**config.mk**
```make
export PLATFORM = sky130hd
export DESIGN_NAME = fetch_stage_utlb
export DESIGN_NICKNAME = d
export VERILOG_FILES = /design/src/rtl/fetch_stage_utlb.sv
export SDC_FILE = /design/constraint.sdc
export NUM_CORES = 1
export LEC_CHECK = 0
export ABC_AREA = 1
export CAP_MARGIN = 40
export CORE_ASPECT_RATIO = 1.4
export CORE_MARGIN = 2
export CORE_UTILIZATION = 50
export CTS_CLUSTER_DIAMETER = 80
export DETAILED_ROUTE_END_ITERATION = 10
export GPL_TIMING_DRIVEN = 0
export PLACE_DENSITY = 0.78
export SLEW_MARGIN = 20
export SYNTH_ARGS = -nofsm -noshare
export SYNTH_HDL_FRONTEND = slang
export SYNTH_SLANG_ARGS = --single-unit
```
**constraint.sdc**
```tcl
create_clock -name clk -period 13.07 [get_ports clk]
set_input_delay 1.9605 -clock clk [delete_from_list [all_inputs] [get_ports clk]]
set_output_delay 1.9605 -clock clk [all_outputs]
set_load 0.05 [all_outputs]
```
**src/rtl/fetch_stage_utlb.sv**
```systemverilog
// fetch_stage_utlb: instruction-fetch request stage with a fully-associative
// micro-TLB. Hits and unmapped fetches issue in the same cycle; a micro-TLB
// miss walks CHK -> QRY -> REQ, querying the main TLB and caching the result.
// Optional build macro FETCH_PERFCNT_EN adds the two performance counters.
module fetch_stage_utlb #(
    parameter int UTLB_ENTRIES = 4,
    parameter int PERFCNT_W    = 32
) (
    input  logic                 clk,
    input  logic                 resetn,
    output logic                 inst_req,
    output logic                 inst_cache,
    output logic [31:0]          inst_addr,
    input  logic                 inst_addr_ok,
    input  logic                 tlb_write,
    output logic [31:0]          tlb_vaddr,
    input  logic [31:0]          tlb_paddr,
    input  logic                 tlb_miss,
    input  logic                 tlb_invalid,
    input  logic [2:0]           tlb_cattr,
    input  logic                 status_um,
    input  logic                 status_exl,
    input  logic [2:0]           config_k0,
    output logic                 ready_o,
    input  logic                 valid_i,
    input  logic [31:0]          pc_i,
    input  logic                 ready_i,
    output logic                 valid_o,
    output logic [31:0]          pc_o,
    output logic                 cancelled_o,
    output logic                 exc_o,
    output logic                 exc_miss_o,
    output logic [4:0]           exccode_o,
    input  logic                 commit_i,
    output logic [PERFCNT_W-1:0] perfcnt_fetch_waitreq,
    output logic [PERFCNT_W-1:0] perfcnt_utlb_miss
);
    localparam int IDX_W = (UTLB_ENTRIES > 1) ? $clog2(UTLB_ENTRIES) : 1;

    typedef enum logic [1:0] {CHK = 2'd0, QRY = 2'd1, REQ = 2'd2} state_t;

    state_t                         state_q, state_d;
    logic [31:0]                    pc_save_q, pc_save_d;
    logic [IDX_W-1:0]               rr_q, rr_d;
    logic [UTLB_ENTRIES-1:0]        ent_valid_q, ent_valid_d;
    logic [UTLB_ENTRIES-1:0][19:0]  vpn_q, vpn_d;
    logic [UTLB_ENTRIES-1:0][19:0]  ppn_q, ppn_d;
    logic [UTLB_ENTRIES-1:0][2:0]   cattr_q, cattr_d;
    logic [19:0]                    qppn_q, qppn_d;
    logic                           qmiss_q, qmiss_d;
    logic                           qinvalid_q, qinvalid_d;
    logic [2:0]                     qcattr_q, qcattr_d;
    logic                           valid_o_q, valid_o_d;
    logic [31:0]                    pc_o_q, pc_o_d;
    logic                           cancelled_o_q, cancelled_o_d;
    logic                           exc_o_q, exc_o_d;
    logic                           exc_miss_o_q, exc_miss_o_d;
    logic [4:0]                     exccode_o_q, exccode_o_d;

    logic              unmapped, kernel, adel, is_chk, is_req, fault, req_state;
    logic              hit, victim_found;
    logic [19:0]       hit_ppn;
    logic [2:0]        hit_cattr;
    logic [IDX_W-1:0]  victim;

    assign unmapped  = (pc_i[31:30] == 2'b10);
    assign kernel    = !status_um || status_exl;
    assign adel      = (pc_i[1:0] != 2'b00) || (pc_i[31] && !kernel);
    assign is_chk    = (state_q == CHK);
    assign is_req    = (state_q == REQ);
    assign fault     = (is_chk && adel) || (is_req && (qmiss_q || qinvalid_q));
    assign req_state = (is_chk && (unmapped || hit)) || is_req;
    assign inst_req  = valid_i && ready_i && !fault && req_state;
    assign ready_o   = ready_i && (inst_addr_ok || fault);
    assign tlb_vaddr = pc_save_q;

    // Associative lookup; at most one entry matches so OR-merging is exact.
    always_comb begin
        hit       = 1'b0;
        hit_ppn   = '0;
        hit_cattr = '0;
        for (int i = 0; i < UTLB_ENTRIES; i++) begin
            if (ent_valid_q[i] && (vpn_q[i] == pc_i[31:12])) begin
                hit       = 1'b1;
                hit_ppn   = hit_ppn | ppn_q[i];
                hit_cattr = hit_cattr | cattr_q[i];
            end
        end
    end

    // Victim choice: lowest-index free entry, else the round-robin pointer.
    always_comb begin
        victim       = rr_q;
        victim_found = 1'b0;
        for (int i = UTLB_ENTRIES - 1; i >= 0; i--) begin
            if (!ent_valid_q[i]) begin
                victim       = IDX_W'(i);
                victim_found = 1'b1;
            end
        end
    end

    // Physical address and cacheability of the request being issued.
    always_comb begin
        inst_addr  = 32'h0;
        inst_cache = 1'b0;
        if (is_chk && unmapped) begin
            inst_addr  = {3'b000, pc_i[28:0]};
            inst_cache = pc_i[29] ? 1'b0 : (config_k0 == 3'd3);
        end else if (is_chk && hit) begin
            inst_addr  = {hit_ppn, pc_i[11:0]};
            inst_cache = (hit_cattr == 3'd3);
        end else if (is_req) begin
            inst_addr  = {qppn_q, pc_save_q[11:0]};
            inst_cache = (qcattr_q == 3'd3);
        end
    end

    // Query FSM, micro-TLB fill and flush.
    always_comb begin
        state_d     = state_q;
        pc_save_d   = pc_save_q;
        rr_d        = rr_q;
        ent_valid_d = ent_valid_q;
        vpn_d       = vpn_q;
        ppn_d       = ppn_q;
        cattr_d     = cattr_q;
        qppn_d      = qppn_q;
        qmiss_d     = qmiss_q;
        qinvalid_d  = qinvalid_q;
        qcattr_d    = qcattr_q;
        case (state_q)
            CHK: begin
                if (valid_i && ready_i && !unmapped && !hit && !adel) begin
                    state_d   = QRY;
                    pc_save_d = pc_i;
                end
            end
            QRY: begin
                state_d    = REQ;
                qppn_d     = tlb_paddr[31:12];
                qmiss_d    = tlb_miss;
                qinvalid_d = tlb_invalid;
                qcattr_d   = tlb_cattr;
                // Faulting translations are never cached.
                if (!tlb_miss && !tlb_invalid) begin
                    ent_valid_d[victim] = 1'b1;
                    vpn_d[victim]       = pc_save_q[31:12];
                    ppn_d[victim]       = tlb_paddr[31:12];
                    cattr_d[victim]     = tlb_cattr;
                    if (!victim_found) begin
                        rr_d = (rr_q == IDX_W'(UTLB_ENTRIES - 1)) ? '0 : rr_q + 1'b1;
                    end
                end
            end
            REQ: begin
                if (inst_addr_ok || (ready_i && fault)) begin
                    state_d = CHK;
                end
            end
            default: state_d = CHK;
        endcase
        // A flush overrides a same-cycle fill; the query result stays usable.
        if (tlb_write || commit_i) begin
            ent_valid_d = '0;
        end
        if (commit_i) begin
            state_d   = CHK;
            pc_save_d = pc_save_q;
        end
    end

    // IF/ID pipeline register, advancing only when downstream accepts.
    always_comb begin
        valid_o_d     = valid_o_q;
        pc_o_d        = pc_o_q;
        cancelled_o_d = cancelled_o_q;
        exc_o_d       = exc_o_q;
        exc_miss_o_d  = exc_miss_o_q;
        exccode_o_d   = exccode_o_q;
        if (ready_i) begin
            valid_o_d     = (valid_i && inst_addr_ok) || fault;
            pc_o_d        = is_chk ? pc_i : pc_save_q;
            cancelled_o_d = commit_i;
            exc_o_d       = fault;
            exc_miss_o_d  = is_req && qmiss_q;
            exccode_o_d   = adel ? 5'd4 : 5'd2;
        end
    end

    // Control state and outputs, cleared by reset.
    always_ff @(posedge clk) begin
        if (!resetn) begin
            state_q       <= CHK;
            pc_save_q     <= 32'h0;
            rr_q          <= '0;
            ent_valid_q   <= '0;
            valid_o_q     <= 1'b0;
            pc_o_q        <= 32'h0;
            cancelled_o_q <= 1'b0;
            exc_o_q       <= 1'b0;
            exc_miss_o_q  <= 1'b0;
            exccode_o_q   <= 5'd0;
        end else begin
            state_q       <= state_d;
            pc_save_q     <= pc_save_d;
            rr_q          <= rr_d;
            ent_valid_q   <= ent_valid_d;
            valid_o_q     <= valid_o_d;
            pc_o_q        <= pc_o_d;
            cancelled_o_q <= cancelled_o_d;
            exc_o_q       <= exc_o_d;
            exc_miss_o_q  <= exc_miss_o_d;
            exccode_o_q   <= exccode_o_d;
        end
    end

    // Entry payloads and query result; qualified by valid bits / FSM state.
    always_ff @(posedge clk) begin
        vpn_q      <= vpn_d;
        ppn_q      <= ppn_d;
        cattr_q    <= cattr_d;
        qppn_q     <= qppn_d;
        qmiss_q    <= qmiss_d;
        qinvalid_q <= qinvalid_d;
        qcattr_q   <= qcattr_d;
    end

    assign valid_o     = valid_o_q;
    assign pc_o        = pc_o_q;
    assign cancelled_o = cancelled_o_q;
    assign exc_o       = exc_o_q;
    assign exc_miss_o  = exc_miss_o_q;
    assign exccode_o   = exccode_o_q;

`ifdef FETCH_PERFCNT_EN
    logic [PERFCNT_W-1:0] waitreq_cnt_q, waitreq_cnt_d;
    logic [PERFCNT_W-1:0] umiss_cnt_q, umiss_cnt_d;

    // Free-running event counters, wrapping naturally.
    always_comb begin
        waitreq_cnt_d = waitreq_cnt_q;
        umiss_cnt_d   = umiss_cnt_q;
        if (valid_i && inst_req && !inst_addr_ok) begin
            waitreq_cnt_d = waitreq_cnt_q + 1'b1;
        end
        if (state_q == QRY) begin
            umiss_cnt_d = umiss_cnt_q + 1'b1;
        end
    end

    // Counter registers.
    always_ff @(posedge clk) begin
        if (!resetn) begin
            waitreq_cnt_q <= '0;
            umiss_cnt_q   <= '0;
        end else begin
            waitreq_cnt_q <= waitreq_cnt_d;
            umiss_cnt_q   <= umiss_cnt_d;
        end
    end

    assign perfcnt_fetch_waitreq = waitreq_cnt_q;
    assign perfcnt_utlb_miss     = umiss_cnt_q;
`else
    assign perfcnt_fetch_waitreq = '0;
    assign perfcnt_utlb_miss     = '0;
`endif

endmodule

```
==> results.sh <==
export IMPL_pin_count=253
export IMPL_hold_buffers=0
export IMPL_cts_setup_buffers=0
export IMPL_cts_htree_levels=1
export IMPL_regArea_um2=7480
export IMPL_avgSynthCellArea_um2=9.08
export IMPL_nets=1728
export IMPL_cts_root_buf="clkbuf_16"
export IMPL_diodes=0
export IMPL_synth_adder_area_share=0.000994
export IMPL_path_common_cell="nand2_1"
export IMPL_clockBufferDepth=3
export IMPL_ys_types=38
export IMPL_setup_viol=0
export IMPL_area_delta_synth_final_pct=25.4
export IMPL_layout_min_cycle_time_ns=7.27
export IMPL_clkSlewWorstSetupHoldPaths_ns=0.06
export IMPL_clock_sinks=275
export IMPL_ys_seq_area_frac=0.594
export IMPL_overflow=0
export IMPL_slew_headroom=0.480
export IMPL_cp_slowest_cell="clkdlybuf4s50_1"
export IMPL_finalHoldViolations=0
export IMPL_dieWidth_um=138
export IMPL_hold_path_class="flip-flop to flip-flop"
export IMPL_cp_data_arrival_time_ns=5.31
export IMPL_rsz0062_at_grt="no"
export IMPL_status="finished, final reports clean"
export IMPL_place_gp_congestion=0.927
export IMPL_synthSimpleGateAreaFrac=0.153
export IMPL_synth_mux_area_frac=0
export IMPL_initialDrtViolationCount=923
export IMPL_fill_cells=1999
export IMPL_cts_inserted_buffers=26
export IMPL_grt_pass1_wl_um=53600
export IMPL_slowest_delay_ns=0.86
export IMPL_crit_path_start_kind="input port"
export IMPL_path_max_fanout=10
export IMPL_dp_slack_ns=5.87
export IMPL_cp_end_kind="output pin"
export IMPL_wl_um=35700
export IMPL_cp_required_ns=11.11
export IMPL_port_buffers=158
export IMPL_die_area_um2=26500
export IMPL_synth_top_family_by_area="simple AND/OR/NAND/NOR gates"
export IMPL_multi_input_area_um2=3760
export IMPL_drc=0
export IMPL_p_leak_nw=6.71
export IMPL_drv_cap=0
export IMPL_dpl_hpwl_um=25800
export IMPL_max_freq_mhz=138
export IMPL_vdd_ir_drop_max_mv=0.116
export IMPL_grt_total_usage=0.261
export IMPL_placed_cells=1933
export IMPL_worst_pin_slew_ns=0.780
export IMPL_powerDensity_nw_per_um2=120
export IMPL_slew_viol_final=0
export IMPL_ctsResizeCount=0
export IMPL_drive_above_1_share=0.111
export IMPL_cts_tree="done"
export IMPL_fin_crit_sh=0.556
export IMPL_synth_cell_area_um2=12600
export IMPL_synth_compound_area_share=0.119
export IMPL_start_util=0.510
export IMPL_grt_antenna_before_repair=0
export IMPL_vias_per_cell=5.17
export IMPL_num_vias=10232
export IMPL_core_area_um2=24700
export IMPL_clock_latency_ns=0.54
export IMPL_postRouteAntennaNets=0
export IMPL_crit_chain="clkdlybuf4s50_1 -> inv_2 -> nand2_1 -> nand2_1 -> nor2_1 -> nand2_1 -> nor2_2 -> nand3_2 -> clkbuf_1 -> o21ai_0 -> o21ai_1 -> a21oi_1 -> clkdlybuf4s50_1"
export IMPL_stdcell_count=1980
export IMPL_drtPass1Iterations=6
export IMPL_skew_ns=0.0108
export IMPL_netlist_instances=1387
export IMPL_final_setup_tns_ns=0
export IMPL_grt_max_degree=30
export IMPL_std_cell_rows=68
export IMPL_path_class="input port to output pin"
export IMPL_die_y_um=192
export IMPL_synth_warnings=0
export IMPL_grt_pass1_vias=9837
export IMPL_ys_ff_latch=275
export IMPL_final_setup_worst_slack_ns=5.80
export IMPL_synth_xor_area_frac=0.00348
export IMPL_avgRoutedWirePerCell_um=18.0
## placed cells by master (no fill, tap or decap), types with 3 or more instances in the layout
| cell type | n |
|---|---|
| clkbuf_16 | 27 |
| o21ai_1 | 31 |
| buf_4 | 74 |
| clkinv_1 | 12 |
| dfxtp_1 | 78 |
| nor3_1 | 6 |
| buf_12 | 3 |
| o211ai_1 | 25 |
| nor2_1 | 119 |
| a21oi_2 | 10 |
| nand3_2 | 3 |
| nor2_4 | 4 |
| clkbuf_1 | 33 |
| a21oi_1 | 71 |
| clkdlybuf4s50_1 | 158 |
| o21ai_0 | 130 |
| buf_16 | 4 |
| edfxtp_1 | 197 |
| conb_1 | 67 |
| inv_2 | 17 |
| nor2_2 | 7 |
| inv_1 | 199 |
| nand4_1 | 7 |
| clkinv_2 | 7 |
| nand3_1 | 10 |
| buf_6 | 4 |
| nand2_1 | 321 |
| xnor2_1 | 4 |
| buf_2 | 17 |
## logic make-up (layout without fill, tap and decap cells)
logic type,Yosys count,in the layout
buf+inv,346,558
xor+xnor,5,5
other cells,1,67
fa+ha+maj,1,1
flops,275,275
simple gates,484,484
compound gates,275,275
## path summary, 6_finish.rpt
path,start,endpoint,slack (ns),cells after the start
max,pc_i[18],inst_addr[12],5.80,13
min,tlb_vaddr[0],tlb_vaddr[0],0.48,2
max reg2reg,state_q[1],pc_o[22],10.67,6
min reg2reg,tlb_vaddr[0],tlb_vaddr[0],0.48,2
## layout make-up
| cell class | count | area share |
|---|---|---|
| multi-input cells | 832 | 0.238 |
| flip-flops and latches | 275 | 0.473 |
| repair buffers | 165 | 0.111 |
| clock buffers | 30 | 0.0435 |
| well taps | 315 | 0.0250 |
| inverters | 220 | 0.0523 |
| plain buffers | 126 | 0.0508 |
| clock inverters | 17 | 0.00634 |
## critical path, delay by kind of cell
| family | cells | cell delay [ns] |
|---|---|---|
| compound gates | 3 | 0.64 |
| simple gates | 6 | 0.70 |
| buf+inv | 4 | 2.01 |
## synth_stat cells, drive strengths merged
| cell type | n | area share |
|---|---|---|
| a21oi | 81 | 0.035 |
| a31oi | 2 | 0.00099 |
| buf | 96 | 0.055 |
| clkbuf | 30 | 0.0089 |
| clkinv | 4 | 0.0012 |
| conb | 1 | 0.00030 |
| dfxtp | 78 | 0.12 |
| edfxtp | 197 | 0.47 |
| ha | 1 | 0.00099 |
| inv | 216 | 0.064 |
| nand2 | 323 | 0.097 |
| nand3 | 14 | 0.0078 |
| nand3b | 1 | 0.00060 |
| nand4 | 7 | 0.0035 |
| nor2 | 130 | 0.041 |
| nor3 | 6 | 0.0024 |
| o211a | 1 | 0.00080 |
| o211ai | 25 | 0.015 |
| o21ai | 162 | 0.065 |
| o221ai | 1 | 0.00070 |
| o22ai | 2 | 0.00099 |
| o311ai | 1 | 0.00070 |
| or2 | 3 | 0.0015 |
| xnor2 | 4 | 0.0028 |
| xor2 | 1 | 0.00070 |
## stage by stage
stage          cell area (µm²)   util  hold slack [ns]  total power (W)
2_1_floorplan            12800      -            0.456          0.00113
3_3_place_gp             14800  0.600            0.457          0.00120
3_5_place_dp             15000  0.608            0.467          0.00120
4_1_cts                  15800  0.640            0.482          0.00190
5_1_grt                  15800  0.640            0.513          0.00195
6_report                 15800  0.640            0.481          0.00190
## power by group
part	switching [W]	internal, W
combinational	0.000167	0.0000743
sequential	0.00000704	0.000940
clock	0.000318	0.000393
## registers in the layout (all words and copies together), names as in the netlist, 2 cells and up
register / cells
tlb_vaddr: 32
ent_valid_q: 4
pc_o: 32
cattr_q: 12
ppn_q: 80
qcattr_q: 3
rr_q: 2
state_q: 2
qppn_q: 20
vpn_q: 80
exccode_o: 2
## layer usage
metal  routed length (µm)  track usage
met5                    0            0
met1                13100        0.294
met3                 2680       0.0396
met4                 2200        0.155
met2                17700        0.468
(Power assumes the default switching activity.)
